## src/rtl/bally_pkg.sv

```systemverilog
// Shared types and constants for the Bally CPU-side input ports.
// Optional feature macro used by the importing modules: BALLY_POT_EN (paddle reads).
package bally_pkg;

    // Access sequencer states for the keypad port.
    typedef enum logic [1:0] {
        StIdle,
        StSettle,
        StCapture,
        StDone
    } state_e;

    // Default IO base of the keypad column block (8 consecutive ports).
    localparam logic [7:0] KEYPAD_PORT_BASE = 8'h10;

    // Paddle ports sit at base + C..F, one per pot.
    localparam logic [3:0] POT_OFFSET = 4'hC;

    // One-hot column drive for a 3-bit column index.
    function automatic logic [7:0] col_onehot(input logic [2:0] idx);
        return 8'b0000_0001 << idx;
    endfunction

endpackage

```

## src/rtl/bally_port_decode.sv

```systemverilog
// Combinational address decode for the keypad port.
// Key hits cover PORT_BASE[7:3] + 0..7; pot hits (BALLY_POT_EN only) cover base + C..F.
module bally_port_decode
    import bally_pkg::*;
#(
    parameter logic [7:0] PORT_BASE = KEYPAD_PORT_BASE
) (
    input  logic       io_rd,
    input  logic [7:0] io_addr,
    output logic       key_hit,
    output logic       pot_hit,
    output logic [2:0] col_idx,
    output logic [1:0] pot_idx
);

`ifdef BALLY_POT_EN
    // The pot window is anchored to the aligned column block so it never straddles it.
    localparam logic [7:0] POT_BASE = {PORT_BASE[7:3], 3'b000} + {4'h0, POT_OFFSET};
`endif

    // Address compare and index extraction.
    always_comb begin
        key_hit = io_rd && (io_addr[7:3] == PORT_BASE[7:3]);
`ifdef BALLY_POT_EN
        pot_hit = io_rd && (io_addr[7:2] == POT_BASE[7:2]);
`else
        pot_hit = 1'b0;
`endif
        col_idx = io_addr[2:0];
        pot_idx = io_addr[1:0];
    end

endmodule

```

## src/rtl/bally_keypad_port.sv

```systemverilog
// CPU-side keypad/hand-controller port: decodes IO reads, drives a one-hot column,
// waits for the matrix rows to settle, captures them and acks the CPU.
// Optional macro BALLY_POT_EN adds a fast paddle read path at PORT_BASE + C..F.
module bally_keypad_port
    import bally_pkg::*;
#(
    parameter logic [7:0]  PORT_BASE     = KEYPAD_PORT_BASE,
    // Cycles col_select is held before capture; legal range 1..15.
    parameter int unsigned SETTLE_CYCLES = 2
) (
    input  logic       clk_sys,
    input  logic       reset,
    input  logic [7:0] io_addr,
    input  logic       io_rd,
    output logic [7:0] io_data,
    output logic       io_ack,
    output logic       busy,
    output logic [7:0] col_select,
    input  logic [7:0] row_data,
    input  logic [7:0] pot_a,
    input  logic [7:0] pot_b,
    input  logic [7:0] pot_c,
    input  logic [7:0] pot_d
);

    localparam logic [3:0] SETTLE_INIT = 4'(SETTLE_CYCLES - 1);

    logic       key_hit;
    logic       pot_hit;
    logic [2:0] col_idx;
    logic [1:0] pot_idx;

    state_e     state_q, state_d;
    logic [3:0] cnt_q, cnt_d;
    logic [7:0] col_select_q, col_select_d;
    logic [7:0] io_data_q, io_data_d;
    logic       io_ack_q, io_ack_d;
    logic       busy_q, busy_d;
    logic       pot_sel_q, pot_sel_d;
    logic [1:0] pot_idx_q, pot_idx_d;
    logic [7:0] pot_value;

    bally_port_decode #(
        .PORT_BASE (PORT_BASE)
    ) u_decode (
        .io_rd   (io_rd),
        .io_addr (io_addr),
        .key_hit (key_hit),
        .pot_hit (pot_hit),
        .col_idx (col_idx),
        .pot_idx (pot_idx)
    );

    // Paddle source for the current access; pot_sel_q never sets without BALLY_POT_EN.
    always_comb begin
        unique case (pot_idx_q)
            2'd0:    pot_value = pot_a;
            2'd1:    pot_value = pot_b;
            2'd2:    pot_value = pot_c;
            default: pot_value = pot_d;
        endcase
    end

    // State register; reset aborts any access in flight.
    always_ff @(posedge clk_sys or posedge reset) begin
        if (reset) begin
            state_q <= StIdle;
        end else begin
            state_q <= state_d;
        end
    end

    // Next-state logic; requests outside StIdle are dropped.
    always_comb begin
        state_d = state_q;
        unique case (state_q)
            StIdle: begin
                if (key_hit) begin
                    state_d = StSettle;
                end else if (pot_hit) begin
                    state_d = StCapture;
                end
            end
            StSettle: begin
                if (cnt_q == 4'd0) begin
                    state_d = StCapture;
                end
            end
            StCapture: state_d = StDone;
            StDone:    state_d = StIdle;
            default:   state_d = StIdle;
        endcase
    end

    // Output and datapath next values; everything holds unless the state acts on it.
    always_comb begin
        cnt_d        = cnt_q;
        col_select_d = col_select_q;
        io_data_d    = io_data_q;
        io_ack_d     = io_ack_q;
        busy_d       = busy_q;
        pot_sel_d    = pot_sel_q;
        pot_idx_d    = pot_idx_q;
        unique case (state_q)
            StIdle: begin
                if (key_hit) begin
                    col_select_d = col_onehot(col_idx);
                    cnt_d        = SETTLE_INIT;
                    busy_d       = 1'b1;
                    pot_sel_d    = 1'b0;
                end else if (pot_hit) begin
                    busy_d    = 1'b1;
                    pot_sel_d = 1'b1;
                    pot_idx_d = pot_idx;
                end
            end
            StSettle: begin
                if (cnt_q != 4'd0) begin
                    cnt_d = cnt_q - 4'd1;
                end
            end
            StCapture: begin
                io_data_d    = pot_sel_q ? pot_value : row_data;
                io_ack_d     = 1'b1;
                col_select_d = 8'h00;
            end
            StDone: begin
                io_ack_d = 1'b0;
                busy_d   = 1'b0;
            end
            default: begin
                col_select_d = 8'h00;
                io_ack_d     = 1'b0;
                busy_d       = 1'b0;
            end
        endcase
    end

    // Registered outputs, counter and access context.
    always_ff @(posedge clk_sys or posedge reset) begin
        if (reset) begin
            cnt_q        <= 4'd0;
            col_select_q <= 8'h00;
            io_data_q    <= 8'h00;
            io_ack_q     <= 1'b0;
            busy_q       <= 1'b0;
            pot_sel_q    <= 1'b0;
            pot_idx_q    <= 2'd0;
        end else begin
            cnt_q        <= cnt_d;
            col_select_q <= col_select_d;
            io_data_q    <= io_data_d;
            io_ack_q     <= io_ack_d;
            busy_q       <= busy_d;
            pot_sel_q    <= pot_sel_d;
            pot_idx_q    <= pot_idx_d;
        end
    end

    assign io_data    = io_data_q;
    assign io_ack     = io_ack_q;
    assign busy       = busy_q;
    assign col_select = col_select_q;

endmodule

```

## config.mk

```make
export PLATFORM = sky130hd
export DESIGN_NAME = bally_keypad_port
export DESIGN_NICKNAME = d
export VERILOG_FILES = /design/src/rtl/bally_pkg.sv /design/src/rtl/bally_port_decode.sv /design/src/rtl/bally_keypad_port.sv
export SDC_FILE = /design/constraint.sdc
export NUM_CORES = 1
export LEC_CHECK = 0
export BUFFER_PORTS_ARGS = -buffer_cell sky130_fd_sc_hd__clkbuf_2
export CORE_MARGIN = 8
export CORE_UTILIZATION = 41
export DETAILED_ROUTE_END_ITERATION = 10
export GPL_ROUTABILITY_DRIVEN = 0
export PLACE_DENSITY = 0.85
export SETUP_SLACK_MARGIN = 0.5
export SYNTH_ARGS = -nofsm -noshare
export SYNTH_HDL_FRONTEND = slang
export SYNTH_HIERARCHICAL = 1
export SYNTH_SLANG_ARGS = --single-unit
```

## constraint.sdc

```tcl
create_clock -name clk_sys -period 1.5 [get_ports clk_sys]
set_clock_uncertainty 0.1 [all_clocks]
set_input_delay 0.15 -clock clk_sys [delete_from_list [all_inputs] [get_ports clk_sys]]
set_output_delay 0.15 -clock clk_sys [all_outputs]
set_load 0.01 [all_outputs]
```

==> flow_summary.json <==
{
  "grt_pass1_wl_microns": 8150,
  "reg2reg_depth": 4,
  "syn_avg_cell_area_sq_um": 10.5,
  "setup_violations": 16,
  "crit_buf_inv": 1,
  "path_delay_family": "multiplexers",
  "numCtsBuffers": 3,
  "drtIter0Drc": 93,
  "synth_top_area_share_pct": 41.6,
  "grt_pass1_vias": 1779,
  "htreeDepth": 1,
  "routed_wl_microns": 6120,
  "drcViolationCount": 0,
  "yosysWarnings": 6,
  "cts_root_buffer": "clkbuf_8",
  "final.period_utilization_pct": 107,
  "viasPerCell": 5.37,
  "reg2reg_from": "pot_idx_q[0]",
  "startpoint": "pot_idx_q[0]",
  "fin_util_pct": 71.3,
  "critPathRequiredTime_ps": 1560,
  "gr-usage-met2_pct": 29.7,
  "cts.sinks": 27,
  "clockBufferDepth": 2,
  "fp.dieH_microns": 78.9,
  "dieArea_sq_um": 6230,
  "ys_ff_latch": 27,
  "grt_start_max_net_pins": 28,
  "peakVddDrop_mv": 1.39,
  "use_met3_pct": 3.27,
  "synthXorXnorAreaFrac_pct": 0,
  "clock.fmax_mhz": 621,
  "p_per_area_nw_per_um2": 2140,
  "initial_core_util_pct": 41.5,
  "fin_area_sq_um": 2790,
  "synthTopCellsByArea": "dfrtp_1 (42%), mux4_2 (11%), mux2i_1 (6.8%), a21oi_1 (4.0%), ha_1 (3.9%)",
  "setup_ws_ps": -109,
  "rows": 23,
  "critical_path_depth": 4,
  "num_vias": 1676,
  "critPathMaxStageDelay_ps": 510,
  "placeableCoreArea_sq_um": 3910,
  "synth-main-ff-cell": "dfrtp_1",
  "area_growth_pct": 71.9,
  "io_pins": 69,
  "grt-ovfl-total": 0,
  "met1_usage_pct": 18.2,
  "synth_top_family_by_area": "multiplexers",
  "r2r_setup_slack_ps": -110,
  "reg2reg_to": "io_data[6]",
  "synth-simple-area-share_pct": 12.6,
  "synth_fa_ha_area_share_pct": 3.85,
  "syn_area_sq_um": 1620,
  "period_needed_ps": 1610,
  "synth_compound_area_share_pct": 13.9,
  "rsz0062_at_grt": "true",
  "layout.nets": 319,
  "cp-endpoint": "io_data[6]",
  "finalMaxSlewViolations": 0,
  "yosysTopAreaCell": "dfrtp_1",
  "violations": "negative setup slack",
  "synth_edf_count": 0,
  "synthMuxAreaShare_pct": 20.1,
  "cts_tree": "built",
  "clk-insertion-delay-late_ps": 280,
  "status": "finished, violations left",
  "critical_path.cell_chain": "buf_6, mux4_2, mux2i_1, a21oi_1",
  "hold_viol": 0,
  "dr.pass1.iters": 4,
  "drtAntennaViolNets": 0,
  "power.leakage_nw": 1.40,
  "wl_per_cell_microns": 19.6,
  "crit_path_end_kind": "flop",
  "clk_pin_slew_ps": 90,
  "place_area_sq_um": 2120,
  "ys_top_cells_by_count": "dfrtp_1 (27), nand2_1 (16), a21oi_1 (13), nor2_1 (13), mux2i_1 (11)",
  "yosysSeqAreaShare_pct": 41.6,
  "path_max_fanout": 3,
  "synth-async-reset-ratio_pct": 100,
  "grt_usage_pct": 16.3,
  "synth_cell_types": 35,
  "dp_slack_ps": -82.4,
  "synth_cells": 154,
  "slowest_stage": "mux4_2",
  "hp-class": "input port to flop",
  "synth.most_common_cell": "dfrtp_1",
  "top_usage_layer": "met2",
  "drive_above_1_share_pct": 66.8,
  "crit_type": "flop to flop",
  "cap_violations": 0,
  "hpwl_microns": 3260,
  "synth.net_count": 210,
  "port_buffers": 68,
  "grt_antenna_before_repair": 0,
  "die_w_microns": 78.9,
  "critPathLaunchType": "flop",
  "worst_ep_arrival_time_ps": 1670,
  "n_antenna_cell": 0
}
==> layout by cell type (no fill, tap or decap), types with 4 or more instances in the layout <==
master / instances
nor2_1: 11
mux4_2: 8
ha_4: 4
clkbuf_2: 50
nand2_2: 5
nand2_1: 7
dfrtp_1: 25
buf_4: 29
nand2_4: 4
o41ai_2: 4
buf_2: 11
buf_6: 21
mux2i_1: 11
a21oi_1: 10
inv_2: 4
==> layout make-up <==
| cell class | instances | area [sq um] |
|---|---|---|
| Timing Repair Buffer | 119 | 925 |
| Sequential cell | 27 | 678 |
| Clock inverter | 1 | 5.00 |
| Multi-Input combinational cell | 104 | 1050 |
| Tap cell | 50 | 62.6 |
| Inverter | 8 | 32.5 |
| Clock buffer | 3 | 41.3 |
| Fill cell | 260 | 1120 |
==> through the flow <==
step | power (W) | hold slack [ps] | TNS (ps) | std cells
2_1_floorplan | 0.00287 | 103 | 0 | 154
3_5_place_dp | 0.00368 | 106 | -278 | 273
5_1_grt | 0.00628 | 58.5 | -1800 | 312
3_3_place_gp | 0.00358 | 101 | 0 | 273
6_report | 0.00598 | 53.1 | -731 | 312
4_1_cts | 0.00513 | 44.9 | -20.7 | 297
==> worst reg2reg max path, cell delays in order, from the launching register on <==
cell     delay [ps]
dfrtp_1         430
buf_6           140
mux4_2          510
mux2i_1         210
a21oi_1          90
==> kinds of logic after synthesis <==
| logic type | after synthesis |
|---|---|
| AO/OA/AOI/OAI | 34 |
| multiplexers | 22 |
| AND/OR/NAND/NOR | 42 |
| adder cells (fa/ha/maj) | 5 |
| buffers and inverters | 23 |
| other | 1 |
| flip-flops | 27 |
==> layer usage <==
metal / part of all wire [%] / wire length, microns
met1: 36 / 2210
met5: 0 / 0
met3: 5.7 / 351
met2: 54 / 3310
met4: 4.1 / 252
==> timing repair <==
action                     in CTS  in global routing
setup buffers                  17                 14
setup endpoints to repair      45                 45
hold endpoints to repair       27                  0
hold buffers                    1                  0
resized for setup              55                 41
cloned                          2                  1
pin swaps                      12                 12
==> flip-flops by register name, summed over array words and instances (netlist names) <==
| signal | cells |
|---|---|
| io_ack | 1 |
| pot_sel_q | 1 |
| pot_idx_q | 2 |
| col_select | 8 |
| busy | 1 |
| state_q | 2 |
| cnt_q | 4 |
| io_data | 8 |
==> worst min-delay path by stage <==
stage,to,depth (start not counted),start,slack [ps]
after floorplan,busy,1,reset,100
after global placement,col_select[0],3,reset,100
after detailed placement,cnt_q[3],3,reset,110
after CTS,col_select[4],2,io_addr[1],40
after global routing,io_data[0],3,row_data[0],60
final,io_data[0],3,row_data[0],50
==> report_power, final <==
| group | total [W] | internal (W) | switching, W |
|---|---|---|---|
| Combinational | 0.00419 | 0.00237 | 0.00182 |
| Sequential | 0.00136 | 0.00106 | 0.000302 |
| Clock | 0.000429 | 0.000187 | 0.000242 |
Power figures use the tool's default switching activity.
